## src/rtl/draw_scheduler.sv

```systemverilog
// Sequences init and per-frame draw commands into the draw core over an en/done handshake.
// Frames are paced by a refresh timer; only changed mode/channel slots are redrawn.
module draw_scheduler #(
   parameter int unsigned NUM_CH      = 2,
   parameter int unsigned DATA_W      = 32,
   parameter int unsigned CH_CMD_BASE = 8,
   parameter int unsigned REFRESH_DIV = 1000000,
   parameter int unsigned TIMEOUT     = 65535
) (
   input  logic                     clk,
   input  logic                     rst_n,
   input  logic                     en,
   input  logic [1:0]               i_mode,
   input  logic [NUM_CH*DATA_W-1:0] i_ch_data,
   input  logic [NUM_CH-1:0]        i_ch_valid,
   input  logic                     i_force_refresh,
   output logic [3:0]               o_cmd,
   output logic [31:0]              o_data,
   output logic                     o_draw_en,
   input  logic                     i_draw_done,
   output logic                     o_init_done,
   output logic                     o_frame_done,
   output logic                     o_busy,
   output logic                     o_timeout_err,
   input  logic                     i_err_clr,
   output logic [15:0]              o_frame_cnt
);

   localparam int unsigned NUM_SLOTS = 4 + NUM_CH;
   localparam int unsigned RW        = $clog2(REFRESH_DIV);
   localparam int unsigned TW        = $clog2(TIMEOUT + 1);

   typedef enum logic [2:0] {
      RST_GAP,
      INIT,
      WAIT,
      SNAP,
      ISSUE,
      DONE
   } state_t;

   state_t            state;
   logic [RW-1:0]     refCnt;
   logic              tick;
   logic [TW-1:0]     wdCnt;
   logic              wdExpire;
   logic              errSet;
   logic [1:0]        initIdx;
   logic [3:0]        initCmd;
   logic [3:0]        slot;
   logic [3:0]        slotCmd;
   logic [31:0]       slotData;
   logic              slotDirty;
   logic              pending;
   logic              forceAll;
   logic              frameAll;
   logic [1:0]        frameMode;
   logic [1:0]        lastMode;
   logic              modeValid;
   logic [NUM_CH-1:0] chValid;
   logic [DATA_W-1:0] shadow  [NUM_CH];
   logic [DATA_W-1:0] frameCh [NUM_CH];
   logic [DATA_W-1:0] lastCh  [NUM_CH];

   always_ff @(posedge clk or negedge rst_n) begin
      if (!rst_n) begin
         refCnt <= '0;
      end else if (tick) begin
         refCnt <= '0;
      end else begin
         refCnt <= refCnt + RW'(1);
      end
   end

   assign tick     = (refCnt == RW'(REFRESH_DIV - 1));
   assign wdExpire = (wdCnt == TW'(TIMEOUT - 1));
   assign errSet   = en && o_draw_en && !i_draw_done && wdExpire;

   always_ff @(posedge clk or negedge rst_n) begin
      if (!rst_n) begin
         for (int unsigned c = 0; c < NUM_CH; c++) shadow[c] <= '0;
      end else begin
         for (int unsigned c = 0; c < NUM_CH; c++) begin
            if (i_ch_valid[c]) shadow[c] <= i_ch_data[c*DATA_W +: DATA_W];
         end
      end
   end

   always_comb begin
      initCmd = 4'd4;
      if (initIdx == 2'd0) initCmd = 4'd0;
      else if (initIdx == 2'd1) initCmd = 4'd1;
   end

   // Slot table: three fixed always-drawn slots, then mode, then one slot per channel.
   always_comb begin
      slotCmd   = '0;
      slotData  = '0;
      slotDirty = 1'b0;
      case (slot)
         4'd0: begin slotCmd = 4'd2; slotDirty = 1'b1; end
         4'd1: begin slotCmd = 4'd3; slotDirty = 1'b1; end
         4'd2: begin slotCmd = 4'd6; slotDirty = 1'b1; end
         4'd3: begin
            slotCmd   = 4'd7;
            slotData  = {30'd0, frameMode};
            slotDirty = frameAll || !modeValid || (frameMode != lastMode);
         end
         default: begin
            for (int unsigned c = 0; c < NUM_CH; c++) begin
               if (slot == 4'(4 + c)) begin
                  slotCmd   = 4'(CH_CMD_BASE + c);
                  slotData  = 32'(frameCh[c]);
                  slotDirty = frameAll || !chValid[c] || (frameCh[c] != lastCh[c]);
               end
            end
         end
      endcase
   end

   always_ff @(posedge clk or negedge rst_n) begin
      if (!rst_n) begin
         state         <= RST_GAP;
         o_cmd         <= '0;
         o_data        <= '0;
         o_draw_en     <= 1'b0;
         o_init_done   <= 1'b0;
         o_frame_done  <= 1'b0;
         o_busy        <= 1'b0;
         o_timeout_err <= 1'b0;
         o_frame_cnt   <= '0;
         wdCnt         <= '0;
         initIdx       <= '0;
         slot          <= '0;
         pending       <= 1'b1;
         forceAll      <= 1'b0;
         frameAll      <= 1'b0;
         frameMode     <= '0;
         lastMode      <= '0;
         modeValid     <= 1'b0;
         chValid       <= '0;
         for (int unsigned c = 0; c < NUM_CH; c++) begin
            frameCh[c] <= '0;
            lastCh[c]  <= '0;
         end
      end else begin
         // Requests are captured even while en is low so that no tick is lost.
         if (tick || i_force_refresh) pending <= 1'b1;
         else if (en && state == SNAP) pending <= 1'b0;

         if (i_force_refresh) forceAll <= 1'b1;
         else if (en && state == SNAP) forceAll <= 1'b0;

         if (errSet) o_timeout_err <= 1'b1;
         else if (i_err_clr) o_timeout_err <= 1'b0;

         if (en) begin
            case (state)
               RST_GAP: begin
                  o_busy <= 1'b1;
                  state  <= INIT;
               end
               INIT: begin
                  if (o_draw_en) begin
                     if (i_draw_done || wdExpire) begin
                        o_draw_en <= 1'b0;
                        initIdx   <= initIdx + 2'd1;
                     end else begin
                        wdCnt <= wdCnt + TW'(1);
                     end
                  end else if (initIdx == 2'd3) begin
                     o_init_done <= 1'b1;
                     o_busy      <= 1'b0;
                     state       <= WAIT;
                  end else begin
                     o_cmd     <= initCmd;
                     o_data    <= '0;
                     o_draw_en <= 1'b1;
                     wdCnt     <= '0;
                  end
               end
               WAIT: begin
                  if (pending || tick || i_force_refresh) state <= SNAP;
               end
               SNAP: begin
                  frameMode <= i_mode;
                  frameCh   <= shadow;
                  frameAll  <= forceAll;
                  // Slot 0 is always drawn, so it is requested straight away.
                  slot      <= '0;
                  o_cmd     <= 4'd2;
                  o_data    <= '0;
                  o_draw_en <= 1'b1;
                  wdCnt     <= '0;
                  o_busy    <= 1'b1;
                  state     <= ISSUE;
               end
               ISSUE: begin
                  if (o_draw_en) begin
                     if (i_draw_done) begin
                        o_draw_en <= 1'b0;
                        slot      <= slot + 4'd1;
                        if (slot == 4'd3) begin
                           lastMode  <= frameMode;
                           modeValid <= 1'b1;
                        end
                        for (int unsigned c = 0; c < NUM_CH; c++) begin
                           if (slot == 4'(4 + c)) begin
                              lastCh[c]  <= frameCh[c];
                              chValid[c] <= 1'b1;
                           end
                        end
                     end else if (wdExpire) begin
                        o_draw_en <= 1'b0;
                        slot      <= slot + 4'd1;
                     end else begin
                        wdCnt <= wdCnt + TW'(1);
                     end
                  end else if (slot == 4'(NUM_SLOTS)) begin
                     o_busy       <= 1'b0;
                     o_frame_done <= 1'b1;
                     o_frame_cnt  <= o_frame_cnt + 16'd1;
                     state        <= DONE;
                  end else if (slotDirty) begin
                     o_cmd     <= slotCmd;
                     o_data    <= slotData;
                     o_draw_en <= 1'b1;
                     wdCnt     <= '0;
                  end else begin
                     slot <= slot + 4'd1;
                  end
               end
               DONE: begin
                  o_frame_done <= 1'b0;
                  state        <= WAIT;
               end
               default: state <= RST_GAP;
            endcase
         end
      end
   end

endmodule

```

## config.mk

```make
export PLATFORM = sky130hd
export DESIGN_NAME = draw_scheduler
export DESIGN_NICKNAME = d
export VERILOG_FILES = /design/src/rtl/draw_scheduler.sv
export SDC_FILE = /design/constraint.sdc
export NUM_CORES = 1
export LEC_CHECK = 0
export BUFFER_PORTS_ARGS = -buffer_cell sky130_fd_sc_hd__buf_2
export CAP_MARGIN = 20
export CORE_MARGIN = 4
export CORE_UTILIZATION = 40
export CTS_CLUSTER_SIZE = 40
export DETAILED_ROUTE_END_ITERATION = 7
export PLACE_DENSITY = 0.64
export SYNTH_ARGS = -nofsm -noshare
export SYNTH_HDL_FRONTEND = slang
export SYNTH_SLANG_ARGS = --single-unit
export TNS_END_PERCENT = 20
```

## constraint.sdc

```tcl
create_clock -name clk -period 2.41 [get_ports clk]
set_input_delay 0.1205 -clock clk [delete_from_list [all_inputs] [get_ports clk]]
set_output_delay 0.1205 -clock clk [all_outputs]
set_load 0.02 [all_outputs]
```

== Word level (Yosys, flattened, before mapping) ==
Cells that the tools add are included.

* Bits of input ports: 74
* Logic and storage cells: 178
* Register bits after elaboration: 304

* Add/subtract/negate cells: 5
* Eq/ne operators: 34
* Reduce and logical (&&, ||, !) cells: 44
* Muxes and demuxes: 67
* Bitwise logic cells: 1

{| class="wikitable"
|+ Operators by type and width
! kind !! count
|-
| 32-bit two-way mux || 7
|-
| 16-bit two-way mux || 8
|-
| 32-bit case mux with 3 select lines || 1
|-
| 32-bit != test || 2
|-
| 32-bit case mux with 2 select lines || 1
|-
| 4-bit two-way mux || 12
|-
| 16-bit case mux with 3 select lines || 1
|-
| 16-bit by 1-bit adder with 16-bit output, second input constant || 2
|-
| 1-bit two-way mux || 21
|-
| 3-bit two-way mux || 7
|-
| 3-bit != test, second input constant || 7
|-
| 20-bit by 1-bit adder with 20-bit output, second input constant || 1
|-
| 20-bit == test, second input constant || 1
|-
| 20-bit two-way mux || 1
|-
| 5-bit AND reduction || 4
|-
| 3-bit case mux with 6 select lines || 1
|-
| 16-bit == test, second input constant || 1
|-
| 2-bit != test, second input constant || 8
|-
| 4-bit case mux with 4 select lines || 1
|-
| 4-bit AND reduction || 4
|-
| 4-bit by 3-bit == test with 1-bit output, second input constant || 3
|-
| 4-bit case mux with 3 select lines || 1
|-
| 6-bit AND reduction || 2
|-
| 1-bit logical OR || 10
|-
| 27 further kinds || 44
|}

== Depth between registers and ports, before layout ==
* Word-level depth: 10
* Gate-level depth with buffers: 11
* Mapped depth without buffers: 10

== Worst setup path after synthesis ==
Ideal clock, no wire load.

* Kind: register to register
* Start point: register frameCh[4] (netlist bit)
* End point: register slot[2]
* Cell stages (with the launch flop): 9
* Path slack: 80 ps
* Clock period less this slack: 2,330 ps
* Arrival: 2,207 ps
* Library setup time: 123 ps
* Required time: 2,287 ps
* Cell sequence: dfrtp_1 xor2_1 a2111o_1 nor4_1 nand3_1 a22o_2 o21ba_1 or3b_1 mux2i_1

* Word-level cells in the longest chain between the ends: 6

{| class="wikitable"
|+ Ends and longest elaborated chain
! element !! line !! text
|-
| start, declared || 62 || <nowiki>logic [DATA_W-1:0] frameCh [NUM_CH];</nowiki>
|-
| start signal, assigned || 187 || <nowiki>frameCh <= shadow;</nowiki>
|-
| 32-bit != test || 114 || <nowiki>slotDirty = frameAll || !chValid[c] || (frameCh[c] != lastCh[c]);</nowiki>
|-
| 1-bit logical OR || 114 ||
|-
| 1-bit two-way mux || 111 || <nowiki>if (slot == 4'(4 + c)) begin</nowiki>
|-
| 1-bit case mux with 2 select lines || 100 || <nowiki>case (slot)</nowiki>
|-
| 3-bit != test (no line) || -- ||
|-
| 5-bit AND reduction (no line) || -- ||
|-
| end signal, assigned || 202 || <nowiki>slot <= slot + 4'd1;</nowiki>
|-
| end signal, assigned || 215 || <nowiki>slot <= slot + 4'd1;</nowiki>
|-
| end signal, assigned || 230 || <nowiki>slot <= slot + 4'd1;</nowiki>
|-
| end, declared || 50 || <nowiki>logic [3:0] slot;</nowiki>
|}

Every way passes these cells.
A chain may end at the register's enable or synchronous reset.

== Worst setup path after layout ==
* Start point: register frameCh[29] (netlist bit)
* End point: register slot[2]

The elaborated chain is that of the path after synthesis.

==> flow_summary.yaml <==
logic_synthesis:
  syn_avg_cell_area_sq_um: 10.8
  synth_edf_count: 0
  synth_area_leaders: "dfrtp_1 57%, mux2_2 11%, nand2_1 8.3%, xnor2_1 5.1%, o21ai_0 2.8%"
  syn-num-nets: 1308
  ys_ff_latch: 304
  yosysTopAreaCell: "dfrtp_1"
  ys_seq_area_frac: 0.575
  syn_area_sq_um: 13200
  synth.distinct_cells: 52
  yosys_warnings: 0
  ys_async_sr_fraction: 1.00
  synthTopCellsByCount: "303 x dfrtp_1, 294 x nand2_1, 128 x mux2_2, 77 x xnor2_1, 74 x o21ai_0"
  post_synth_inst_count: 1222
  ys.flop_type: "dfrtp_1"
  synth_most_common_cell: "dfrtp_1"
  yosysTopAreaCellShare: 0.573
global_routing:
  grt-ovfl-total: 0
  grt_pass1_vias: 10030
  grt_use_total: 0.184
  antenna_found_initial: 0
  grt_max_degree: 88
  grt_pass1_wl_microns: 54100
setup_path:
  cp-start-kind: "register"
  crit_path_end_kind: "register"
  critical_path_arrival_ns: 2.94
  cp.required_ns: 2.87
  slowest_stage: "nor3_1"
  crit_buf_inv: 0
  crit_fanout: 5
  slowest_delay_ns: 0.40
  criticalPathCategory: "reg -> reg"
  crit_family: "simple AND/OR/NAND/NOR gates"
  crit_chain: "xnor2_1 > nand3_1 > nor3_1 > nand3_4 > a22o_4 > o21ba_4 > or3b_4 > mux2i_1"
finish:
  antenna_cells: 0
  area_growth_pct: 28.1
  final_core_util: 0.520
  finalInstanceArea_sq_um: 17000
  drive_gt1_frac: 0.287
  final_nets: 1575
  nFillCells: 2917
route:
  drt_wl_total_microns: 33000
  drt_first_pass_iters: 5
  routedWlPerCell_microns: 16.9
  drt_iter0_markers: 506
  drc_errors: 0
  num_vias: 9841
  vias_per_cell: 5.03
  final_antenna_net_count: 0
floorplan:
  die_y_microns: 190
  num_rows: 66
  boundaryPins: 131
  fp.coreArea_sq_um: 32600
  die-area_sq_um: 36100
  die_w_microns: 190
  initial_core_util: 0.406
min_path:
  min_path_type: "in -> async"
pwr:
  power_switching_mw: 4.75
  p_int_mw: 10.6
  switching_share: 0.309
  p_clk_frac: 0.320
  p_seq_frac: 0.423
  power.density_nw_per_um2: 905
  ir_worst_vdd_v: 0.000709
  p_comb_frac: 0.257
  p_leak_nw: 8.00
place:
  place_congestion: 0.845
  dp_hpwl_microns: 22200
  io_buffers: 130
  dpl_cell_area_sq_um: 15000
sta:
  rsz0062_at_grt: "yes"
  slew_viol_final: 0
  period_share: 1.03
  fin_skew_ns: 0.00745
  hold_viol: 0
  tightest_slew_ns: 0.952
  setup_ws_ns: -0.0723
  setup_violations: 21
  maxSlewHeadroom: 0.365
  fmax_ghz: 0.403
  period_minus_slack_ns: 2.48
run_status:
  status: "complete, but fails checks"
  violations: "negative setup slack"
clock_tree:
  htree_num_levels: 1
  max-clock-path-buffers: 3
  path_clk_slew_ns: 0.06
  cts_sinks: 304
  clk_latency_ns: 0.57
  cts_made_buffers: 31
  cts_tree: "done"
  root_buffer: "clkbuf_16"
job:
  maxCapViolations: 0
## cells by family (layout without fill, tap and decap cells)
| kind of cell | Yosys count | in the layout | share of synthesized area |
|---|---|---|---|
| compound gates | 150 | 150 | 0.0700 |
| xor+xnor | 95 | 95 | 0.0628 |
| fa+ha+maj | 12 | 12 | 0.0113 |
| buf+inv | 70 | 361 | 0.0205 |
| flops | 304 | 304 | 0.575 |
| mux | 131 | 131 | 0.111 |
| simple gates | 460 | 460 | 0.150 |
## layout make-up
cell class / instances / area [sq um] / area share
tap: 442 / 553 / 0.0326
inverter: 15 / 56.3 / 0.00332
multi-input combinational: 848 / 5510 / 0.325
clock inverter: 6 / 95.1 / 0.00561
timing repair buffer: 289 / 2170 / 0.128
sequential: 304 / 7610 / 0.449
clock buffer: 51 / 961 / 0.0567
## flip-flops by register name, indices dropped and copies added (netlist names), 2 cells and up
register     cells
chValid          2
frameCh         64
frameMode        2
initIdx          2
lastCh          64
lastMode         2
o_cmd            4
o_data          32
o_frame_cnt     16
refCnt          20
shadow          64
slot             4
state            3
wdCnt           16
## metal layers
layer,vias up,GRT usage,part of all wire
met2,219,0.300,0.48
met3,40,0.0270,0.049
met4,0,0.0406,0.020
met1,4896,0.264,0.45
li1,4686,-,-
met5,-,0,0
## power by group through the flow
stage / sequential (mW) / combinational (mW) / clock, mW
after floorplan: 6.54 / 1.88 / 0
after global placement: 6.53 / 3.63 / 0
after detailed placement: 6.55 / 3.69 / 0
after CTS: 6.49 / 3.85 / 5.05
after global routing: 6.60 / 4.39 / 5.27
final: 6.49 / 3.95 / 4.92
## metrics by stage
step	setup slack, ns	TNS, ns	hold slack, ns	total power, mW	cells
after CTS	-0.0463	-0.169	0.0736	15.4	1953
final	-0.0723	-0.615	0.0781	15.4	1955
after detailed placement	-0.169	-4.02	0.0873	10.2	1825
after floorplan	0.0801	0	-0.175	8.42	1222
after global placement	-0.107	-1.60	0.0865	10.2	1825
after global routing	-0.234	-7.89	0.104	16.2	1955
## placed cells by master, fill, tap and decap left out, drive strengths merged, types with 5 or more instances in the layout
cell,n
xnor2,77
nand2,294
dlygate4sd3,71
dfrtp,303
mux2,128
clkbuf,51
nand4,25
buf,218
a22oi,30
nor2,62
a22o,5
o21ai,74
o31ai,5
ha,12
and3,16
nand3,18
inv,16
nor3,11
a21oi,18
nor2b,9
xor2,18
## final timing paths
| check | from | to | slack [ns] | depth (start not counted) |
|---|---|---|---|---|
| setup / recovery | frameCh[29]$_DFFE_PN0P_ | slot[2]$_DFFE_PN0P_ | -0.07 | 8 |
| hold / removal | rst_n | wdCnt[7]$_DFFE_PN0P_ | 0.08 | 2 |
| setup reg to reg | frameCh[29]$_DFFE_PN0P_ | slot[2]$_DFFE_PN0P_ | -0.07 | 8 |
| hold reg to reg | shadow[16]$_DFFE_PN0P_ | frameCh[16]$_DFFE_PN0P_ | 0.46 | 2 |
| max in group asynchronous | rst_n | lastCh[10]$_DFFE_PN0P_ | 1.50 | 3 |
| min in group clk | i_ch_valid[1] | shadow[1]$_DFFE_PN0P_ | 0.27 | 2 |
## timing repair
item | 4_1_cts | 5_1_grt
hold buffers | 71 | 0
setup endpoints to repair | 48 | 55
gates cloned | 0 | 1
gates resized for setup | 24 | 53
hold endpoints to repair | 360 | 0
setup buffers | 0 | 1
pin swaps | 11 | 16
Power figures use the tool's default switching activity.
